File: config.mk
export PLATFORM = sky130hd
export DESIGN_NAME = tuner_hop_ctrl
export DESIGN_NICKNAME = d
export VERILOG_FILES = /design/src/rtl/tuner_hop_ctrl.sv
export SDC_FILE = /design/constraint.sdc
export NUM_CORES = 1
export LEC_CHECK = 0
export ABC_CLOCK_PERIOD_IN_PS = 15200
export CORE_ASPECT_RATIO = 1.4
export CORE_MARGIN = 2
export CORE_UTILIZATION = 40
export CTS_BUF_LIST = sky130_fd_sc_hd__clkbuf_4
export DETAILED_ROUTE_END_ITERATION = 8
export PLACE_DENSITY = 0.57
export SLEW_MARGIN = 20
export SYNTH_ARGS = -nofsm -noshare
export SYNTH_HDL_FRONTEND = slang
export SYNTH_SLANG_ARGS = --single-unit
File: constraint.sdc
create_clock -name clk -period 15.2 [get_ports clk]
set_input_delay 3.8 -clock clk [delete_from_list [all_inputs] [get_ports clk]]
set_output_delay 3.8 -clock clk [all_outputs]
set_load 0.01 [all_outputs]
File: src/rtl/tuner_hop_ctrl.sv
// rtl/tuner_hop_ctrl.sv - frequency-hop / sweep scheduler driving the tuner NCO word and direction
//
// Steps through a programmable hop table. For each entry it fetches the word,
// applies it to lo_freq/lo_dir, mutes the mixer output for SETTLE cycles, then
// dwells for max(dwell,1) unmuted cycles before moving on.
//
// Optional feature macro: TUNER_HOP_IRQ_EN adds a sticky done_irq flag with irq_clr.
//
// Ports:
//   clk, reset_n          clock, synchronous active-low reset
//   start, stop           1-cycle control pulses
//   loop_en, last_idx     wrap enable (sampled live), final entry index (latched at start)
//   tbl_we/addr/freq/dir/dwell   hop table write port
//   lo_freq, lo_dir       registered tuning word / direction to the tuner
//   mute                  downstream must discard tuner output
//   hop_strobe            pulse in the cycle lo_freq/lo_dir change
//   hop_idx               table index currently applied
//   busy                  schedule running
//   done_irq, irq_clr     (TUNER_HOP_IRQ_EN only) end-of-schedule flag and its clear
module tuner_hop_ctrl #(
  parameter int FSZ    = 31,
  parameter int AW     = 3,
  parameter int DWSZ   = 24,
  parameter int SETTLE = 4
) (
  input  logic            clk,
  input  logic            reset_n,
  input  logic            start,
  input  logic            stop,
  input  logic            loop_en,
  input  logic [AW-1:0]   last_idx,
  input  logic            tbl_we,
  input  logic [AW-1:0]   tbl_addr,
  input  logic [FSZ-1:0]  tbl_freq,
  input  logic            tbl_dir,
  input  logic [DWSZ-1:0] tbl_dwell,
  output logic [FSZ-1:0]  lo_freq,
  output logic            lo_dir,
  output logic            mute,
  output logic            hop_strobe,
  output logic [AW-1:0]   hop_idx,
  output logic            busy
`ifdef TUNER_HOP_IRQ_EN
  ,
  output logic            done_irq,
  input  logic            irq_clr
`endif
);

  localparam int DEPTH = 1 << AW;
  localparam logic [DWSZ-1:0] SETTLE_LOAD = DWSZ'(SETTLE - 1);

  typedef enum logic [2:0] {
    S_IDLE,
    S_FETCH,
    S_APPLY,
    S_SETTLE,
    S_DWELL
  } state_t;

  state_t state, state_nx;

  logic [FSZ-1:0]  mem_freq  [DEPTH];
  logic            mem_dir   [DEPTH];
  logic [DWSZ-1:0] mem_dwell [DEPTH];

  logic [AW-1:0]   idx;
  logic [AW-1:0]   last_q;
  logic            stop_pending;
  logic [FSZ-1:0]  hop_freq;
  logic            hop_dir;
  logic [DWSZ-1:0] hop_dwell;
  logic [DWSZ-1:0] cnt;

  logic cnt_zero;
  logic dwell_end;
  logic pass_end;

  assign cnt_zero  = (cnt == '0);
  assign dwell_end = (state == S_DWELL) && cnt_zero;
  // Schedule finishes on a pending stop or at the last entry of a single pass.
  assign pass_end  = stop_pending || ((idx == last_q) && !loop_en);

  assign mute = (state == S_SETTLE);
  assign busy = (state != S_IDLE);

  always_ff @(posedge clk) begin
    if (!reset_n) state <= S_IDLE;
    else          state <= state_nx;
  end

  always_comb begin
    state_nx = state;
    case (state)
      S_IDLE:   if (start) state_nx = S_FETCH;
      S_FETCH:  state_nx = S_APPLY;
      S_APPLY:  state_nx = S_SETTLE;
      S_SETTLE: if (cnt_zero) state_nx = S_DWELL;
      S_DWELL:  if (cnt_zero) state_nx = pass_end ? S_IDLE : S_FETCH;
      default:  state_nx = S_IDLE;
    endcase
  end

  // Table is deliberately not reset. A write and a fetch of the same entry in
  // one cycle return the old contents because the read is registered.
  always_ff @(posedge clk) begin
    if (tbl_we) begin
      mem_freq[tbl_addr]  <= tbl_freq;
      mem_dir[tbl_addr]   <= tbl_dir;
      mem_dwell[tbl_addr] <= tbl_dwell;
    end
  end

  always_ff @(posedge clk) begin
    if (!reset_n) begin
      idx          <= '0;
      last_q       <= '0;
      hop_freq     <= '0;
      hop_dir      <= 1'b0;
      hop_dwell    <= '0;
      cnt          <= '0;
      lo_freq      <= '0;
      lo_dir       <= 1'b0;
      hop_idx      <= '0;
      hop_strobe   <= 1'b0;
    end else begin
      hop_strobe <= 1'b0;
      case (state)
        S_IDLE: begin
          if (start) begin
            idx    <= '0;
            last_q <= last_idx;
          end
        end
        S_FETCH: begin
          hop_freq  <= mem_freq[idx];
          hop_dir   <= mem_dir[idx];
          hop_dwell <= mem_dwell[idx];
        end
        S_APPLY: begin
          lo_freq    <= hop_freq;
          lo_dir     <= hop_dir;
          hop_idx    <= idx;
          hop_strobe <= 1'b1;
          cnt        <= SETTLE_LOAD;
        end
        S_SETTLE: begin
          // Zero dwell is stretched to one cycle.
          if (cnt_zero) cnt <= (hop_dwell == '0) ? '0 : hop_dwell - 1'b1;
          else          cnt <= cnt - 1'b1;
        end
        S_DWELL: begin
          if (!cnt_zero)     cnt <= cnt - 1'b1;
          else if (!pass_end) idx <= (idx == last_q) ? '0 : idx + 1'b1;
        end
        default: ;
      endcase
    end
  end

  // Clearing on the return to IDLE takes priority so a late stop cannot leak
  // into the next schedule.
  always_ff @(posedge clk) begin
    if (!reset_n)                   stop_pending <= 1'b0;
    else if (dwell_end && pass_end) stop_pending <= 1'b0;
    else if (stop && busy)          stop_pending <= 1'b1;
  end

`ifdef TUNER_HOP_IRQ_EN
  always_ff @(posedge clk) begin
    if (!reset_n)                   done_irq <= 1'b0;
    else if (dwell_end && pass_end) done_irq <= 1'b1;
    else if (irq_clr)               done_irq <= 1'b0;
  end
`endif

endmodule

==> results.sh <==
export IMPL_io_pins=106
export IMPL_syn_area_mm2=0.0225
export IMPL_antenna_found_initial=5
export IMPL_core_area_mm2=0.0555
export IMPL_layout_nets=1693
export IMPL_hold_viol=0
export IMPL_synth_cell_type_count=64
export IMPL_synth_top_area_share_pct=59.7
export IMPL_yosysTopAreaCell="edfxtp_1"
export IMPL_finalSetupViolCount=0
export IMPL_drt_first_pass_iters=5
export IMPL_tightestPinTransition_ps=1100
export IMPL_synth_edf_count=448
export IMPL_cts_buffers=142
export IMPL_grt_busiest_layer="met2"
export IMPL_root_buffer="clkbuf_4"
export IMPL_dieArea_mm2=0.0582
export IMPL_grt_max_degree=114
export IMPL_die_height_um=285
export IMPL_synth_commonest_cells="448 x edfxtp_1, 209 x nand2_1, 126 x dfxtp_1"
export IMPL_synth_async_sr_flop_share_pct=0
export IMPL_synth_warnings=0
export IMPL_start_kind="flip-flop"
export IMPL_yosys_most_used_dff="edfxtp_1"
export IMPL_worst_r2r_setup_slack_ps=11730
export IMPL_leakage_nw=8.40
export IMPL_syn_num_nets=1519
export IMPL_slew_headroom_pct=26.3
export IMPL_use_met1_pct=22.0
export IMPL_drc=0
export IMPL_worstSetupPathType="reg2out"
export IMPL_multi_input_area_mm2=0.00620
export IMPL_cp_num_buf_inv=2
export IMPL_setup_tns_ps=0
export IMPL_worst_slack_ps=7770
export IMPL_dpl_hpwl_um=28500
export IMPL_grt_total_usage_pct=18.6
export IMPL_syn_inst=1448
export IMPL_outcome="complete, no violations"
export IMPL_antenna_left=0
export IMPL_cp_slowest_cell="nor2b_1"
export IMPL_first_iter_violations=821
export IMPL_grt_first_pass_wirelength_um=81400
export IMPL_slew_viol_final=0
export IMPL_tritoncts="built"
export IMPL_htree_levels=4
export IMPL_synthTopCellsByArea="edfxtp_1 60%, dfxtp_1 11%, mux4_2 11%, nand2_1 3.5%, a311oi_1 2.3%"
export IMPL_pwr_share_comb_pct=22.1
export IMPL_wl_per_cell_um=21.5
export IMPL_rsz0062_at_grt="no"
export IMPL_p_per_area_mw_per_mm2=159
export IMPL_clock_sinks=574
export IMPL_crit_family="simple AND/OR/NAND/NOR gates"
export IMPL_postCtsResizedCells=0
export IMPL_place_congestion=0.889
export IMPL_yosysSeqAreaShare_pct=70.9
export IMPL_skew_ps=59.5
export IMPL_cts_buffer_depth=3
export IMPL_pwr_share_clk_pct=31.7
export IMPL_area_sequential_mm2=0.0160
export IMPL_crit_arrival_ps=3630
export IMPL_path_clk_slew_ps=70
export IMPL_pre_cts_ws_ps=8810
export IMPL_io_buffers=105
export IMPL_use_met3_pct=3.87
export IMPL_overflow=0
export IMPL_viasPerCell=5.46
export IMPL_pwr_share_seq_pct=46.2
export IMPL_synth_area_per_cell_um2=15.6
export IMPL_post_cts_buffers=0
export IMPL_internal_power_mw=2.88
export IMPL_power_switching_mw=1.29
export IMPL_min_period_ps=7430
export IMPL_cp_max_fo=16
export IMPL_max_vdd_ir_drop_mv=0.103
export IMPL_hold_buffers=0
export IMPL_rows=102
export IMPL_fmax_ghz=0.135
export IMPL_wl_um=53000
export IMPL_hp_class="reg2reg"
export IMPL_clk_latency_ps=880
export IMPL_slowest_delay_ps=920
export IMPL_path_cells="nor2b_1 -> nand2_1 -> clkinv_1 -> clkdlybuf4s50_1"
export IMPL_cp_end_kind="primary output"
export IMPL_synth_most_common_cell="edfxtp_1"
export IMPL_ys_ff_latch=574
export IMPL_areaGrowthSynthToFinish_pct=16.4
export IMPL_sw_frac_of_total_pct=31.0
export IMPL_maxCapViolCount=0
export IMPL_die_x_um=205
export IMPL_use_met2_pct=32.8
export IMPL_initial_core_util_pct=40.6
export IMPL_min_period_over_period_pct=48.9
export IMPL_cp_required_ps=11400
export IMPL_via_count=13400
export IMPL_layout_drive_gt1_share_pct=22.7
export IMPL_n_fill_cell=4939
export IMPL_grt_pass1_vias=14000
## cell families (layout without fill, tap and decap cells)
kind of cell               Yosys count  in the layout  synth area share, %
adders and majority gates            3              3                0.167
DFF                                574            574                 70.9
and+or+nand+nor                    424            424                 8.31
xor gates and xnor gates            26             26                 1.01
other                                0              2                    0
muxes                              123            123                 11.7
AOI/OAI and AO/OA                  195            195                 5.98
buffers and inverters              103            386                 1.87
## area by class of cell
cell class                 instances  area share [%]
antenna                            2          0.0191
clock buffer                     220            6.30
clock inverter                    33           0.931
inverter                          11           0.181
multi-input combinational        771            23.6
sequential                       574            61.0
tap                              728            3.47
timing repair buffer             122            4.50
## state kept, by name, summed over array words and instances (netlist names), 3 cells and up
name	cells
cnt	24
mem_dwell	192
mem_freq	248
lo_freq	31
hop_dwell	24
hop_idx	3
mem_dir	8
idx	3
last_q	3
hop_freq	31
state	3
## layer usage
metal  vias to the layer above  part of all wire (%)
li1                       6100                     -
met2                       367                    53
met3                       102                   4.6
met5                         -                 0.064
met1                      6855                    40
met4                         6                   2.6
## cells in the final DEF (no fill, tap or decap), types with 5 or more instances in the layout
master and instances:
edfxtp_1 448, clkbuf_4 220, nand2_1 209, dfxtp_1 123
mux4_2 112, clkdlybuf4s50_1 105, nor2_1 101, a21oi_1 62
a311oi_1 60, o21ai_0 27, nor3_1 25, clkinv_1 21
xnor2_1 17, buf_4 17, nor4_1 15, nand3_1 11
a211oi_1 10, xor2_1 9, or3_1 9, or4_1 9
inv_1 8, nor2_4 7, nand2b_1 6, mux2i_1 6
nand4_1 5, mux2_2 5
## power by group through the flow
stage | logic [mW] | registers [mW] | clock network [mW]
4_1_cts | 0.918 | 1.93 | 1.36
3_5_place_dp | 0.915 | 1.96 | 0
2_1_floorplan | 0.673 | 1.92 | 0
6_report | 0.921 | 1.93 | 1.32
3_3_place_gp | 0.902 | 1.95 | 0
5_1_grt | 1.01 | 1.94 | 1.44
## worst paths after layout
check                                   from            end  depth (start not counted)
worst min-delay path            hop_freq[27]    lo_freq[27]                          2
worst min register to register  hop_freq[27]    lo_freq[27]                          2
worst max register to register        idx[0]  hop_dwell[12]                          5
worst max-delay path                state[1]           mute                          4
## metrics by stage
| step | util (%) | instance area (um^2) | power [mW] | std cells | hold WS (ps) |
|---|---|---|---|---|---|
| 2_1_floorplan | - | 22500 | 2.59 | 1448 | 432 |
| 3_3_place_gp | 43.8 | 24300 | 2.86 | 2206 | 440 |
| 3_5_place_dp | 43.8 | 24300 | 2.87 | 2206 | 448 |
| 4_1_cts | 47.2 | 26200 | 4.21 | 2459 | 437 |
| 5_1_grt | 47.2 | 26200 | 4.39 | 2461 | 468 |
| 6_report | 47.2 | 26200 | 4.17 | 2461 | 440 |
## tightest hold or removal path: cells and delay by family (launching register included)
| family | cells | cell delay, ps |
|---|---|---|
| compound gates | 1 | 50 |
| simple gates | 1 | 50 |
| flops | 1 | 320 |
Power figures use the tool's default switching activity.
